File: src/rtl/flux_frame_scheduler.sv
// rtl/flux_frame_scheduler.sv - frame sequencer for the spectral-flux datapath with beat holdoff and IBI reporting
// Optional SCHED_STATS_EN: builds frames_done_cnt / beats_suppressed_cnt counters (tied to 0 otherwise).
module flux_frame_scheduler #(
    parameter int N              = 8,
    parameter int W              = 16,
    parameter int TIMEOUT        = 64,
    parameter int HOLDOFF_FRAMES = 4,
    parameter int IBI_W          = 16
) (
    input  logic                 clk,
    input  logic                 reset_n,
    input  logic                 enable,
    input  logic                 frame_ready,
    output logic                 rd_en,
    output logic [$clog2(N)-1:0] rd_addr,
    input  logic [W-1:0]         rd_data,
    output logic                 mag_valid,
    output logic [W-1:0]         mag_sq,
    input  logic                 sf_frame_done,
    input  logic                 sf_beat_valid,
    output logic                 busy,
    output logic                 beat_pulse,
    output logic [IBI_W-1:0]     ibi_frames,
    output logic                 ibi_valid,
    output logic                 overrun_err,
    output logic                 timeout_err,
    output logic                 align_err,
    output logic [15:0]          frames_done_cnt,
    output logic [15:0]          beats_suppressed_cnt
);
    localparam int AW = $clog2(N);
    localparam int TW = (TIMEOUT > 1) ? $clog2(TIMEOUT) : 1;
    localparam int HW = (HOLDOFF_FRAMES > 0) ? $clog2(HOLDOFF_FRAMES + 1) : 1;

    typedef enum logic [1:0] {IDLE, READ, WAIT_DONE} state_t;

    state_t           state;
    logic             pending;
    logic             first_beat;
    logic [TW-1:0]    wait_cnt;
    logic [HW-1:0]    holdoff_cnt;
    logic [IBI_W-1:0] since_beat;

    assign mag_sq = rd_data;

    always_ff @(posedge clk) begin
        if (!reset_n) begin
            state       <= IDLE;
            busy        <= 1'b0;
            rd_en       <= 1'b0;
            rd_addr     <= '0;
            mag_valid   <= 1'b0;
            pending     <= 1'b0;
            wait_cnt    <= '0;
            holdoff_cnt <= '0;
            since_beat  <= '0;
            first_beat  <= 1'b1;
            beat_pulse  <= 1'b0;
            ibi_frames  <= '0;
            ibi_valid   <= 1'b0;
            overrun_err <= 1'b0;
            timeout_err <= 1'b0;
            align_err   <= 1'b0;
        end else begin
            mag_valid  <= rd_en;
            beat_pulse <= 1'b0;
            ibi_valid  <= 1'b0;

            // Any request that cannot start right now lands in the one-deep pending slot.
            if (frame_ready && !(state == IDLE && enable)) begin
                if (pending)
                    overrun_err <= 1'b1;
                pending <= 1'b1;
            end

            case (state)
                IDLE: begin
                    if ((frame_ready || pending) && enable) begin
                        state   <= READ;
                        busy    <= 1'b1;
                        rd_en   <= 1'b1;
                        rd_addr <= '0;
                        pending <= pending & frame_ready;
                    end
                end
                READ: begin
                    if (rd_addr == AW'(N - 1)) begin
                        state    <= WAIT_DONE;
                        rd_en    <= 1'b0;
                        rd_addr  <= '0;
                        wait_cnt <= '0;
                    end else begin
                        rd_addr <= rd_addr + 1'b1;
                    end
                end
                WAIT_DONE: begin
                    if (sf_frame_done) begin
                        state <= IDLE;
                        busy  <= 1'b0;
                    end else if (wait_cnt == TW'(TIMEOUT - 1)) begin
                        state       <= IDLE;
                        busy        <= 1'b0;
                        timeout_err <= 1'b1;
                    end else begin
                        wait_cnt <= wait_cnt + 1'b1;
                    end
                end
                default: begin
                    state <= IDLE;
                    busy  <= 1'b0;
                    rd_en <= 1'b0;
                end
            endcase

            // Beat post-processing runs on every frame completion regardless of state.
            if (sf_frame_done) begin
                if (state != WAIT_DONE)
                    align_err <= 1'b1;
                if (since_beat != '1)
                    since_beat <= since_beat + 1'b1;
                if (holdoff_cnt != '0) begin
                    holdoff_cnt <= holdoff_cnt - 1'b1;
                end else if (sf_beat_valid) begin
                    beat_pulse  <= 1'b1;
                    holdoff_cnt <= HW'(HOLDOFF_FRAMES);
                    if (!first_beat) begin
                        ibi_frames <= (since_beat == '1) ? since_beat : since_beat + 1'b1;
                        ibi_valid  <= 1'b1;
                    end
                    first_beat <= 1'b0;
                    since_beat <= '0;
                end
            end
        end
    end

`ifdef SCHED_STATS_EN
    always_ff @(posedge clk) begin
        if (!reset_n) begin
            frames_done_cnt      <= '0;
            beats_suppressed_cnt <= '0;
        end else if (sf_frame_done) begin
            frames_done_cnt <= frames_done_cnt + 1'b1;
            if (sf_beat_valid && holdoff_cnt != '0)
                beats_suppressed_cnt <= beats_suppressed_cnt + 1'b1;
        end
    end
`else
    assign frames_done_cnt      = '0;
    assign beats_suppressed_cnt = '0;
`endif

endmodule
File: config.mk
export PLATFORM = sky130hd
export DESIGN_NAME = flux_frame_scheduler
export DESIGN_NICKNAME = d
export VERILOG_FILES = /design/src/rtl/flux_frame_scheduler.sv
export SDC_FILE = /design/constraint.sdc
export NUM_CORES = 1
export LEC_CHECK = 0
export ABC_CLOCK_PERIOD_IN_PS = 2700
export BUFFER_PORTS_ARGS = -buffer_cell sky130_fd_sc_hd__buf_2
export CAP_MARGIN = 20
export CORE_MARGIN = 5
export CORE_UTILIZATION = 32
export DETAILED_ROUTE_END_ITERATION = 8
export GPL_ROUTABILITY_DRIVEN = 0
export PLACE_DENSITY_LB_ADDON = 0.1
export SYNTH_ARGS = -nofsm -noshare
export SYNTH_HDL_FRONTEND = slang
export SYNTH_SLANG_ARGS = --single-unit
File: constraint.sdc
create_clock -name clk -period 2.7 [get_ports clk]
set_input_delay 0.54 -clock clk [delete_from_list [all_inputs] [get_ports clk]]
set_output_delay 0.54 -clock clk [all_outputs]
set_load 0.01 [all_outputs]
Word level (Yosys, flattened, before mapping)
Cells that the tools add are included.
{ "word_totals": {"out_inout_bits": 75, "word_cells": 92, "reg_bits": 56, "input_bits": 22} }
{ "classes": {"bitwise": 8, "addsub": 4, "muxes": 29, "reduce_logical": 23, "n_eq_ne": 12} }
{ "op_table": {"columns": ["op", "count"], "rows": [
  ["$mux W16", 4],
  ["$mux W6", 3],
  ["$add A16 B1 Y16 const B", 1],
  ["$eq A16 B16 Y1 const B", 1],
  ["$ne A16 B16 Y1 const B", 1],
  ["$reduce_and A3 Y1", 5],
  ["$mux W3", 4],
  ["$pmux W6 S2", 1],
  ["$mux W1", 9],
  ["$mux W2", 4],
  ["$ne A2 B2 Y1 const B", 4],
  ["$reduce_and A2 Y1", 4],
  ["$reduce_and A4 Y1", 2],
  ["$not A1 Y1", 7],
  ["$add A6 B1 Y6 const B", 1],
  ["$eq A6 B6 Y1 const B", 1],
  ["$pmux W1 S3", 2],
  ["$pmux W2 S3", 1],
  ["$pmux W3 S2", 1],
  ["$reduce_bool A2 Y1", 3],
  ["$reduce_or A4 Y1", 1],
  ["$add A3 B1 Y3 const B", 1],
  ["$eq A3 B3 Y1 const B", 1],
  ["$logic_and A1 B1 Y1", 3],
  ["11 further kinds", 11]
]} }

Longest topological paths before layout
Gate-level depths: netlist of run 1.
{ "depth": {"word_depth": 7, "ltp_mapped": 6, "mapped_depth_nobuf": 6} }

Worst setup path before layout of run 1
Ideal clock, no wire load.
{ "synth_path": {"kind": "input -> register", "start": "input sf_frame_done", "end": "register ibi_frames[14]", "path_slack_ps": 802, "setup_time_ps": 121, "t_required_ps": 2579, "stages": 6, "arrival_time_ps": 1777, "n_path_buf": 2, "cell_sequence": "buf_4 > or3b_4 > or3_1 > buf_2 > nor2_1 > a21oi_1"} }
{ "synth_via": {"elab_chain_cells": 1} }
{ "synth_rtl": {"columns": ["item", "line", "rtl"], "rows": [
  ["start: declaration", "19", "input logic sf_frame_done,"],
  ["$reduce_and A4 Y1 (no source line)", null, null],
  ["end signal: assignment", "127", "ibi_frames <= (since_beat == '1) ? since_beat : since_beat + 1'b1;"],
  ["end: declaration", "23", "output logic [IBI_W-1:0] ibi_frames,"]
]} }
No other way between the ends.
A chain may end at the register's enable or synchronous reset.

Final worst setup path of run 1
{ "layout_path": {"start": "register since_beat[0]", "end": "register since_beat[4]"} }
{ "layout_via": {"elab_chain_cells": 4, "elab_cells_between_ends": 5, "classes_between": "1 x add/sub; 1 x eq/ne; 3 x mux"} }
{ "layout_rtl": {"columns": ["item", "line", "rtl"], "rows": [
  ["start: declaration", "42", "logic [IBI_W-1:0] since_beat;"],
  ["start signal: assignment", "120", "since_beat <= since_beat + 1'b1;"],
  ["$add A16 B1 Y16 or $ne A16 B16 Y1 (tied branches)", "120, 119", null],
  ["$mux W16 *", "119", "if (since_beat != '1)"],
  ["$mux W16", "123", "end else if (sf_beat_valid) begin"],
  ["$mux W16 *", "121", "if (holdoff_cnt != '0) begin"]
]} }
Every way passes the cells marked *; elsewhere a longest branch is shown, timed or not.

==> metrics.txt, run 1 <==
run status complete, no violations; starting utilization of the core area 0.323; Yosys warning count 0; area leader, netlist dfxtp_1; Clk network pwr share 0.364; initial antenna violation count 0; GRT overflow 0; Internal Power 1.18 mW; area of the placeable core 0.00959 mm^2; number of global-route vias before repair 2441; iteration count of the initial detailed-routing pass 4; endpoint type of the worst setup path flop; Fin Setup TNS 0 ns; worst-skew pair later-pin latency 0.32 ns; worst-case clock skew 0.00731 ns; Die Y-Extent 108 um; number of register bits inferred by synthesis 56; pin count of the biggest net entering global routing 26; part of the total power dissipated in sequential elements 0.538; register cell area after layout 0.00112 mm^2; H-Tree Level Count 2; post-CTS sizing 0; switching part of the total power 0.266; post-synthesis sequential area ratio 0.361; Root Buffer clkbuf_8; Post-layout nets 409; diode count 0; setup fix buffers added after clock tree synthesis 0; area added between synthesis and finish 5.16%; number of different library cells in the post-synthesis netlist 59; static leakage 1.27 nW; Critical Path Source Type flop; Port-buffer cells 32; CTS tree yes; Max transition margin 0.569; area taken by multi-input logic gates 0.00160 mm^2; cell types occupying the most area after synthesis dfxtp_1 (36%), buf_4 (12%), a21oi_1 (4.0%), o21ai_0 (3.5%), nand2_1 (3.5%); Chip Width 108 um; share of the clock period used by the worst path after layout 0.826; first-pass GRT wire length 12.4 mm; total half-perimeter wirelength after legalization and detailed placement 5.32 mm; number of maximum-capacitance violations 0; count of filler cells inserted in the layout 1032; path type of the worst setup path reg -> reg; Synth async-reset ratio 0; Antenna Nets Post-Route 0; routed vias 2564; sink count of the clock tree 56; GRT Resource Usage Total 0.133; CTS hold repair buffers 0; combinational power share 0.098; shortest period the worst path allows 2.23 ns; slew at the pin closest to its max-slew limit 0.646 ns; RSZ-0062 raised after global routing no; Achievable Freq 0.448 GHz; post-CTS clock slew at the launch and capture registers of the worst setup and hold paths 0.11 ns; number of core rows 36; count of flip-flops with a built-in enable after synthesis 0; most instantiated flip-flop cell in the synthesis netlist dfxtp_1; average wire per standard cell 14.7 um; Power Dens Cells 493 mW/mm^2; top fanout value on the critical path 9; area share of the leading cell type in the synthesized netlist 0.361; total of endpoints with negative setup slack in the final report 0; worst endpoint required time 2.93 ns; Hold Fails Final Rpt 0; total detailed-routing wirelength 7.59 mm; Total Die Area 0.0118 mm^2; share of final-layout standard cells stronger than drive strength 1 0.154; crit path DAT 2.46 ns; Remaining DRCs 0; count of pins on the block boundary 97; largest voltage drop on the vdd net 194 uV; clock buffer depth 2; Mean Syn Cell Area 8.29 um^2; CTS Buf Count 5; number of pins exceeding their max-slew limit in the final report 0; number of standard cells after synthesis 374; Via density 4.96; Iter 0 DRT Violations 143; sw power 428 uW; Non-Filler Instances 517; netlist area before placement 0.00310 mm^2; number of placed instances, taps included 509; type of the worst min-delay path reg -> reg
## kinds of logic after synthesis
family	synth area share
AO/OA/AOI/OAI	0.221
XOR/XNOR	0.0113
adder cells (fa/ha/maj)	0.0161
buffers and inverters	0.161
flip-flops	0.361
multiplexers	0.00968
other	0.00121
AND/OR/NAND/NOR	0.218
## metrics by stage
step | total power [mW] | utilization | area, um^2 | worst slack [ns] | hold WS (ns)
4_1_cts | 1.64 | 0.340 | 3260 | 0.468 | 0.469
3_3_place_gp | 1.04 | 0.328 | 3150 | 0.593 | 0.444
3_5_place_dp | 1.04 | 0.328 | 3150 | 0.504 | 0.445
2_1_floorplan | 1.05 | - | 3220 | 0.802 | 0.453
5_1_grt | 1.70 | 0.340 | 3260 | 0.211 | 0.495
6_report | 1.61 | 0.340 | 3260 | 0.469 | 0.466
## final timing paths
path	start	to	slack, ns	depth (start not counted)
max	since_beat[0]$_SDFFE_PN0P_	since_beat[4]$_SDFFE_PN0P_	0.47	6
max reg2reg	since_beat[0]$_SDFFE_PN0P_	since_beat[4]$_SDFFE_PN0P_	0.47	6
min	ibi_frames[4]$_SDFFE_PN0P_	ibi_frames[4]$_SDFFE_PN0P_	0.47	2
min reg2reg	ibi_frames[4]$_SDFFE_PN0P_	ibi_frames[4]$_SDFFE_PN0P_	0.47	2
## layout by cell type (no fill, tap or decap), types with 3 or more instances in the layout
| master | n |
|---|---|
| dfxtp_1 | 56 |
| conb_1 | 32 |
| buf_2 | 32 |
| nand2_1 | 29 |
| nor2_1 | 25 |
| a21oi_1 | 25 |
| o21ai_0 | 22 |
| nand3_1 | 20 |
| a31oi_1 | 13 |
| buf_4 | 9 |
| inv_1 | 8 |
| o21a_1 | 6 |
| or3_1 | 6 |
| and4_1 | 5 |
| and3_1 | 5 |
| o211ai_1 | 5 |
| or4_1 | 5 |
| clkbuf_8 | 5 |
| nand2b_1 | 4 |
| o31ai_1 | 4 |
| a211oi_1 | 4 |
| ha_1 | 4 |
| nand4_2 | 3 |
| mux2i_1 | 3 |
| nand4_1 | 3 |
| a21o_1 | 3 |
| xnor2_1 | 3 |
| o32ai_1 | 3 |
## sequential cells by signal (all words and copies together), names as in the netlist
name and count:
align_err 1, beat_pulse 1, busy 1, first_beat 1
holdoff_cnt 3, ibi_frames 16, ibi_valid 1, mag_valid 1
overrun_err 1, pending 1, rd_addr 3, rd_en 1
since_beat 16, state 2, timeout_err 1, wait_cnt 6
## cell usage after synthesis (all sizes together) (4+ instances only)
library cell  instances
clkbuf               13
o31ai                 4
or4                   5
nand3                20
a31oi                13
or3                   6
nor2                 25
nand2b                4
a21oi                25
a211oi                4
ha                    4
nand2                29
o21a                  6
nor3                  4
dfxtp                56
inv                   8
o211ai                5
and4                  5
buf                  57
nand4                 6
and3                  5
o21ai                24
## layer usage
layer  vias to the layer above  global-route usage  share of wire
li1                       1297                   -              -
met1                      1201               0.174           0.48
met2                        56               0.213           0.47
met3                        10              0.0251          0.042
met4                         0              0.0595          0.015
met5                         -                   0              0
## power by group through the flow
| stage | logic [mW] | registers [mW] | clock network, mW |
|---|---|---|---|
| 6_report | 0.157 | 0.865 | 0.586 |
| 5_1_grt | 0.178 | 0.870 | 0.654 |
| 4_1_cts | 0.159 | 0.866 | 0.613 |
| 3_5_place_dp | 0.158 | 0.885 | 0 |
| 3_3_place_gp | 0.158 | 0.885 | 0 |
| 2_1_floorplan | 0.165 | 0.886 | 0 |
## worst max-delay path, cell delays in order (launching register included)
cell and delay, ns:
dfxtp_1 0.44, ha_1 0.27, nand3_1 0.32, nor4_4 0.49, buf_4 0.25, o21ai_0 0.08
a311oi_1 0.28
## area by class of cell
type                       count  area share
multi-input combinational    270       0.490
sequential                    56       0.344
clock buffer                   5      0.0211
tap                          133      0.0510
timing repair buffer          41      0.0698
clock inverter                 3      0.0142
inverter                       9      0.0104
Note: power is estimated with default switching activity, not from simulation.
==> inputs of run 2 (changes only) <==
--- a/config.mk
+++ b/config.mk
@@ -5,7 +5,7 @@
 export SDC_FILE = /design/constraint.sdc
 export NUM_CORES = 1
 export LEC_CHECK = 0
-export ABC_CLOCK_PERIOD_IN_PS = 2700
+export ABC_CLOCK_PERIOD_IN_PS = 1810
 export BUFFER_PORTS_ARGS = -buffer_cell sky130_fd_sc_hd__buf_2
 export CAP_MARGIN = 20
 export CORE_MARGIN = 5
==> constraint.sdc (replaced) <==
create_clock -name clk -period 1.81 [get_ports clk]
set_input_delay 0.362 -clock clk [delete_from_list [all_inputs] [get_ports clk]]
set_output_delay 0.362 -clock clk [all_outputs]
set_load 0.01 [all_outputs]
==> metrics.txt, run 2 (same netlist as run 1, synthesis figures left out) <==
starting utilization of the core area 0.323 (unchanged); largest voltage drop on the vdd net 357 uV (+84%); end of the worst hold path overrun_err$_SDFFE_PN0P_; average wire per standard cell 14.3 um (-2.7%); Die Y-Extent 108 um (unchanged); static leakage 1.47 nW (+16%); Non-Filler Instances 552 (+6.8%); type of the worst min-delay path in -> reg; worst endpoint required time 2.06 ns (-0.87 ns); total of endpoints with negative setup slack in the final report 0 (unchanged); total detailed-routing wirelength 7.89 mm (+3.9%); number of placed instances, taps included 542 (+6.5%); Root Buffer clkbuf_8; first-pass GRT wire length 12.7 mm (+2.8%); Port-buffer cells 32 (unchanged); number of core rows 36 (unchanged); worst-case clock skew 0.0114 ns (+0.00410 ns); share of final-layout standard cells stronger than drive strength 1 0.241 (+0.0874); Post-layout nets 444 (+8.6%); Iter 0 DRT Violations 108 (-24%); run status complete, no violations; utilization after layout 0.369 (+0.0287); GRT overflow 0 (unchanged); Hold Fails Final Rpt 0 (unchanged); pin count of the biggest net entering global routing 20 (-23%); clock buffer depth 2 (unchanged); largest registers in the final layout ibi_frames x16, since_beat x16, wait_cnt x6; post-CTS clock slew at the launch and capture registers of the worst setup and hold paths 0.12 ns (about the same); area added between synthesis and finish 14.0%; number of pins exceeding their max-slew limit in the final report 0 (unchanged); highest-count cells in the layout ignoring fill and taps dfxtp_1 (54), buf_4 (44), conb_1 (32), buf_2 (32), nand2_1 (29); Antenna Nets Post-Route 0 (unchanged); CTS tree yes; endpoint type of the worst setup path flop; sink count of the clock tree 56 (unchanged); launch instance of the worst register-to-register path holdoff_cnt[0]$_SDFFE_PN0P_; Total Die Area 0.0118 mm^2 (unchanged); reg-to-reg slack, setup 0.11 ns (-0.36 ns); number of global-route vias before repair 2520 (+3.2%); Chip Width 108 um (unchanged); worst hold path depth 3 (+1); hold path startpoint frame_ready; count of pins on the block boundary 97 (unchanged); cell chain of the critical path or3b_4 -> or3_1 -> a211o_1 -> a21oi_1; path type of the worst setup path reg -> reg; Critical Path Source Type flop; GRT Resource Usage Total 0.134 (+0.00141); slowest stage cell on the critical path or3_1; iteration count of the initial detailed-routing pass 4 (unchanged); H-Tree Level Count 2 (unchanged); crit path DAT 1.95 ns (-0.51 ns); diode count 0 (unchanged); worst-skew pair later-pin latency 0.32 ns (about the same); share of the clock period used by the worst path after layout 0.937 (+0.111); Via density 4.94 (-0.35%); shortest period the worst path allows 1.70 ns (-0.534 ns); Power Dens Cells 650 mW/mm^2 (+32%); depth of the most critical reg-to-reg path 4 (-2); Achievable Freq 0.589 GHz (+31%); top fanout value on the critical path 5 (-4); number of maximum-capacitance violations 0 (unchanged); overall power 2.30 mW (+43%); area of the placeable core 0.00959 mm^2 (unchanged); initial antenna violation count 0 (unchanged); CTS Buf Count 5 (unchanged); Remaining DRCs 0 (unchanged); Crit Reg-Reg Endpoint ibi_frames[3]$_SDFFE_PN0P_; routed vias 2728 (+6.4%); total half-perimeter wirelength after legalization and detailed placement 5.85 mm (+9.8%); most common cell after layout, fill and taps aside dfxtp_1; CP peak stage delay 0.43 ns (-0.06 ns)
## run 2: layout make-up
cell class	instances	area, um^2
inverter	9	33.8
clock inverter	3	26.3
timing repair buffer	76	490
tap	133	166
fill	1015	6060
sequential	56	1120
multi-input combinational	270	1630
clock buffer	5	68.8
## run 2: per-stage QoR
stage                     setup TNS [ns]  area, um^2  hold WS (ns)  setup WS, ns
final                                  0        3540         0.314         0.113
after global placement           -0.0720        3390         0.440       -0.0720
after CTS                              0        3490         0.301        0.0244
after global routing             -0.0108        3540         0.315       -0.0108
after floorplan                        0        3220         0.453        0.0478
after detailed placement         -0.0116        3390         0.443       -0.0116
## run 2: routing by layer
layer,routed length [um],GRT usage,vias up
li1,-,-,1366
met1,3580,0.177,1294
met2,3830,0.227,66
met3,451,0.0287,2
met4,29,0.0261,0
met5,0,0,-
## run 2: critical path: cells and delay by family (launching register included)
kind | cells | cell delay, ns
simple gates | 2 | 0.84
flops | 1 | 0.37
compound gates | 2 | 0.44
## run 2: worst max-delay path by stage
stage | startpoint | to | slack (ns)
2_1_floorplan | since_beat[0]$_SDFFE_PN0P_ | since_beat[2]$_SDFFE_PN0P_ | 0.05
5_1_grt | since_beat[0]$_SDFFE_PN0P_ | since_beat[10]$_SDFFE_PN0P_ | -0.01
3_3_place_gp | sf_frame_done | wait_cnt[1]$_SDFFE_PN0P_ | -0.07
6_report | holdoff_cnt[0]$_SDFFE_PN0P_ | ibi_frames[3]$_SDFFE_PN0P_ | 0.11
4_1_cts | since_beat[13]$_SDFFE_PN0P_ | since_beat[4]$_SDFFE_PN0P_ | 0.02
3_5_place_dp | sf_frame_done | wait_cnt[1]$_SDFFE_PN0P_ | -0.01
## run 2: repair_timing
action                                  in CTS  in global routing
pin swaps                                    1                  1
hold buffers                                 0                  0
buffers inserted                             0                  2
endpoints found under the setup margin       1                 21
endpoints found under the hold margin        0                  0
resized for setup                            0                  9
## run 2: power breakdown
part,internal (mW),switching (mW)
Combinational,0.0961,0.167
Clock,0.284,0.466
Sequential,1.26,0.0221
==> inputs of run 3 (changes only) <==
--- a/config.mk
+++ b/config.mk
@@ -9,7 +9,7 @@
 export BUFFER_PORTS_ARGS = -buffer_cell sky130_fd_sc_hd__buf_2
 export CAP_MARGIN = 20
 export CORE_MARGIN = 5
-export CORE_UTILIZATION = 32
+export CORE_UTILIZATION = 46
 export DETAILED_ROUTE_END_ITERATION = 8
 export GPL_ROUTABILITY_DRIVEN = 0
 export PLACE_DENSITY_LB_ADDON = 0.1
==> metrics.txt, run 3 (same netlist as run 1, synthesis figures left out) <==
run status complete, no violations; total detailed-routing wirelength 7.58 mm (-3.9%); GRT overflow 0 (unchanged); Buf+Inv Stages, Crit Path 0 (unchanged); worst endpoint required time 2.05 ns (about the same); worst-case clock skew 0.00944 ns (-0.00198 ns); shortest period the worst path allows 1.72 ns (+0.0248 ns); clock buffer depth 2 (unchanged); Achievable Freq 0.581 GHz (-1.4%); Root Buffer clkbuf_8; Total Die Area 0.00849 mm^2 (-28%); most common cell after layout, fill and taps aside dfxtp_1; average wire per standard cell 15.4 um (+7.6%); Critical Path Source Type flop; first-pass GRT wire length 12.3 mm (-3.1%); type of the worst min-delay path in -> reg; Hold Fails Final Rpt 0 (unchanged); number of maximum-capacitance violations 0 (unchanged); post-CTS clock slew at the launch and capture registers of the worst setup and hold paths 0.10 ns (-0.02 ns); worst-skew pair later-pin latency 0.31 ns (about the same); slowest stage cell on the critical path or4_1; GRT Resource Usage Total 0.177 (+0.0429); overall power 2.40 mW (+4.3%); area of the placeable core 0.00668 mm^2 (-30%); Non-Filler Instances 493 (-11%); largest voltage drop on the vdd net 389 uV (+9.0%); share of the clock period used by the worst path after layout 0.951 (+0.0137); H-Tree Level Count 2 (unchanged); cell chain of the critical path ha_2 -> and3_2 -> nand2_1 -> or4_1 -> a31oi_1; number of core rows 30 (-17%); share of final-layout standard cells stronger than drive strength 1 0.230 (-0.0110); Chip Width 92.1 um (-15%); largest registers in the final layout ibi_frames x16, since_beat x16, wait_cnt x6; total of endpoints with negative setup slack in the final report 0 (unchanged); CP peak stage delay 0.52 ns (+0.09 ns); finished layout cell area 0.00347 mm^2 (-1.9%); smallest setup slack after layout 0.0887 ns (-0.0248 ns); path type of the worst setup path reg -> reg; Post-layout nets 438 (-1.4%); initial antenna violation count 0 (unchanged); pin count of the biggest net entering global routing 20 (unchanged); CTS hold repair buffers 0 (unchanged); iteration count of the initial detailed-routing pass 5 (+1); Remaining DRCs 0 (unchanged); starting utilization of the core area 0.464 (+0.141); diode count 0 (unchanged); Min Hold Slack 0.325 ns (+0.0106 ns); routed vias 2731 (+0.11%); Die Y-Extent 92.1 um (-15%); sink count of the clock tree 56 (unchanged); Via density 5.54 (+12%); crit path DAT 1.96 ns (about the same); CTS tree yes; Port-buffer cells 32 (unchanged); number of placed instances, taps included 485 (-11%); static leakage 1.43 nW (-2.7%); setup fix buffers added after clock tree synthesis 0 (unchanged); highest-count cells in the layout ignoring fill and taps dfxtp_1 (54), buf_4 (36), conb_1 (32), buf_2 (32), nand2_1 (29); number of global-route vias before repair 2529 (+0.36%); CTS Buf Count 5 (unchanged); number of pins exceeding their max-slew limit in the final report 0 (unchanged); count of pins on the block boundary 97 (unchanged); RSZ-0062 raised after global routing yes; Antenna Nets Post-Route 0 (unchanged); Iter 0 DRT Violations 87 (-19%); Cell Area, Placed 0.00331 mm^2 (-2.5%); Power Dens Cells 692 mW/mm^2 (+6.4%); top fanout value on the critical path 4 (-1); top cell family by delay on the critical path simple AND/OR/NAND/NOR gates; total half-perimeter wirelength after legalization and detailed placement 5.64 mm (-3.6%); area added between synthesis and finish 11.8%; Setup WS pre-CTS -0.0302 ns (-0.0186 ns); endpoint type of the worst setup path flop
run 3: cell count changes in the layout (fill, tap and decap cells not counted), moves of 2 or more:
cell,change
nor3_2,+2
clkinv_4,-2
nand4_4,+2
nand4_2,-2
buf_4,-8
run 3: area by class of cell:
| type | count | area [um^2] |
|---|---|---|
| clock buffer | 5 | 68.8 |
| clock inverter | 3 | 42.5 |
| fill | 670 | 3210 |
| inverter | 9 | 33.8 |
| multi-input combinational | 270 | 1640 |
| sequential | 56 | 1120 |
| tap | 80 | 100 |
| timing repair buffer | 70 | 462 |
run 3: power breakdown:
part | internal [mW] | switching (mW) | total [mW] | leakage [nW]
logic | 0.107 | 0.170 | 0.277 | 0.918
registers | 1.26 | 0.0220 | 1.29 | 0.455
clock network | 0.410 | 0.426 | 0.836 | 0.0541
run 3: worst paths after layout:
check	startpoint	end	slack [ns]	cells after the start
min reg2reg	ibi_frames[5]$_SDFFE_PN0P_	ibi_frames[5]$_SDFFE_PN0P_	0.47	2
max	since_beat[1]$_SDFFE_PN0P_	since_beat[8]$_SDFFE_PN0P_	0.09	5
min	frame_ready	overrun_err$_SDFFE_PN0P_	0.32	3
max reg2reg	since_beat[1]$_SDFFE_PN0P_	since_beat[8]$_SDFFE_PN0P_	0.09	5
run 3: routing by layer:
| metal | part of all wire | routed length, um | global-route usage | vias to the layer above |
|---|---|---|---|---|
| met3 | 0.041 | 313 | 0.0369 | 11 |
| li1 | - | - | - | 1353 |
| met2 | 0.49 | 3680 | 0.303 | 61 |
| met1 | 0.46 | 3490 | 0.227 | 1306 |
| met4 | 0.012 | 93 | 0.0446 | 0 |
| met5 | 0 | 0 | 0 | - |
run 3: tightest hold or removal path, delay by kind of cell:
kind	cells	cell delay (ns)
buffers and inverters	1	0.10
AND/OR/NAND/NOR	1	0.07
AO/OA/AOI/OAI	1	0.07
run 3: per-stage QoR:
| stage | util | setup TNS [ns] |
|---|---|---|
| after CTS | 0.513 | 0 |
| after global placement | 0.496 | 0 |
| after global routing | 0.519 | -0.0618 |
| after detailed placement | 0.496 | -0.0909 |
| after floorplan | - | 0 |
| final | 0.519 | 0 |
run 3: what timing repair did:
action	CTS	global route
pin swaps	0	1
endpoints found under the setup margin	8	13
resized for setup	1	10
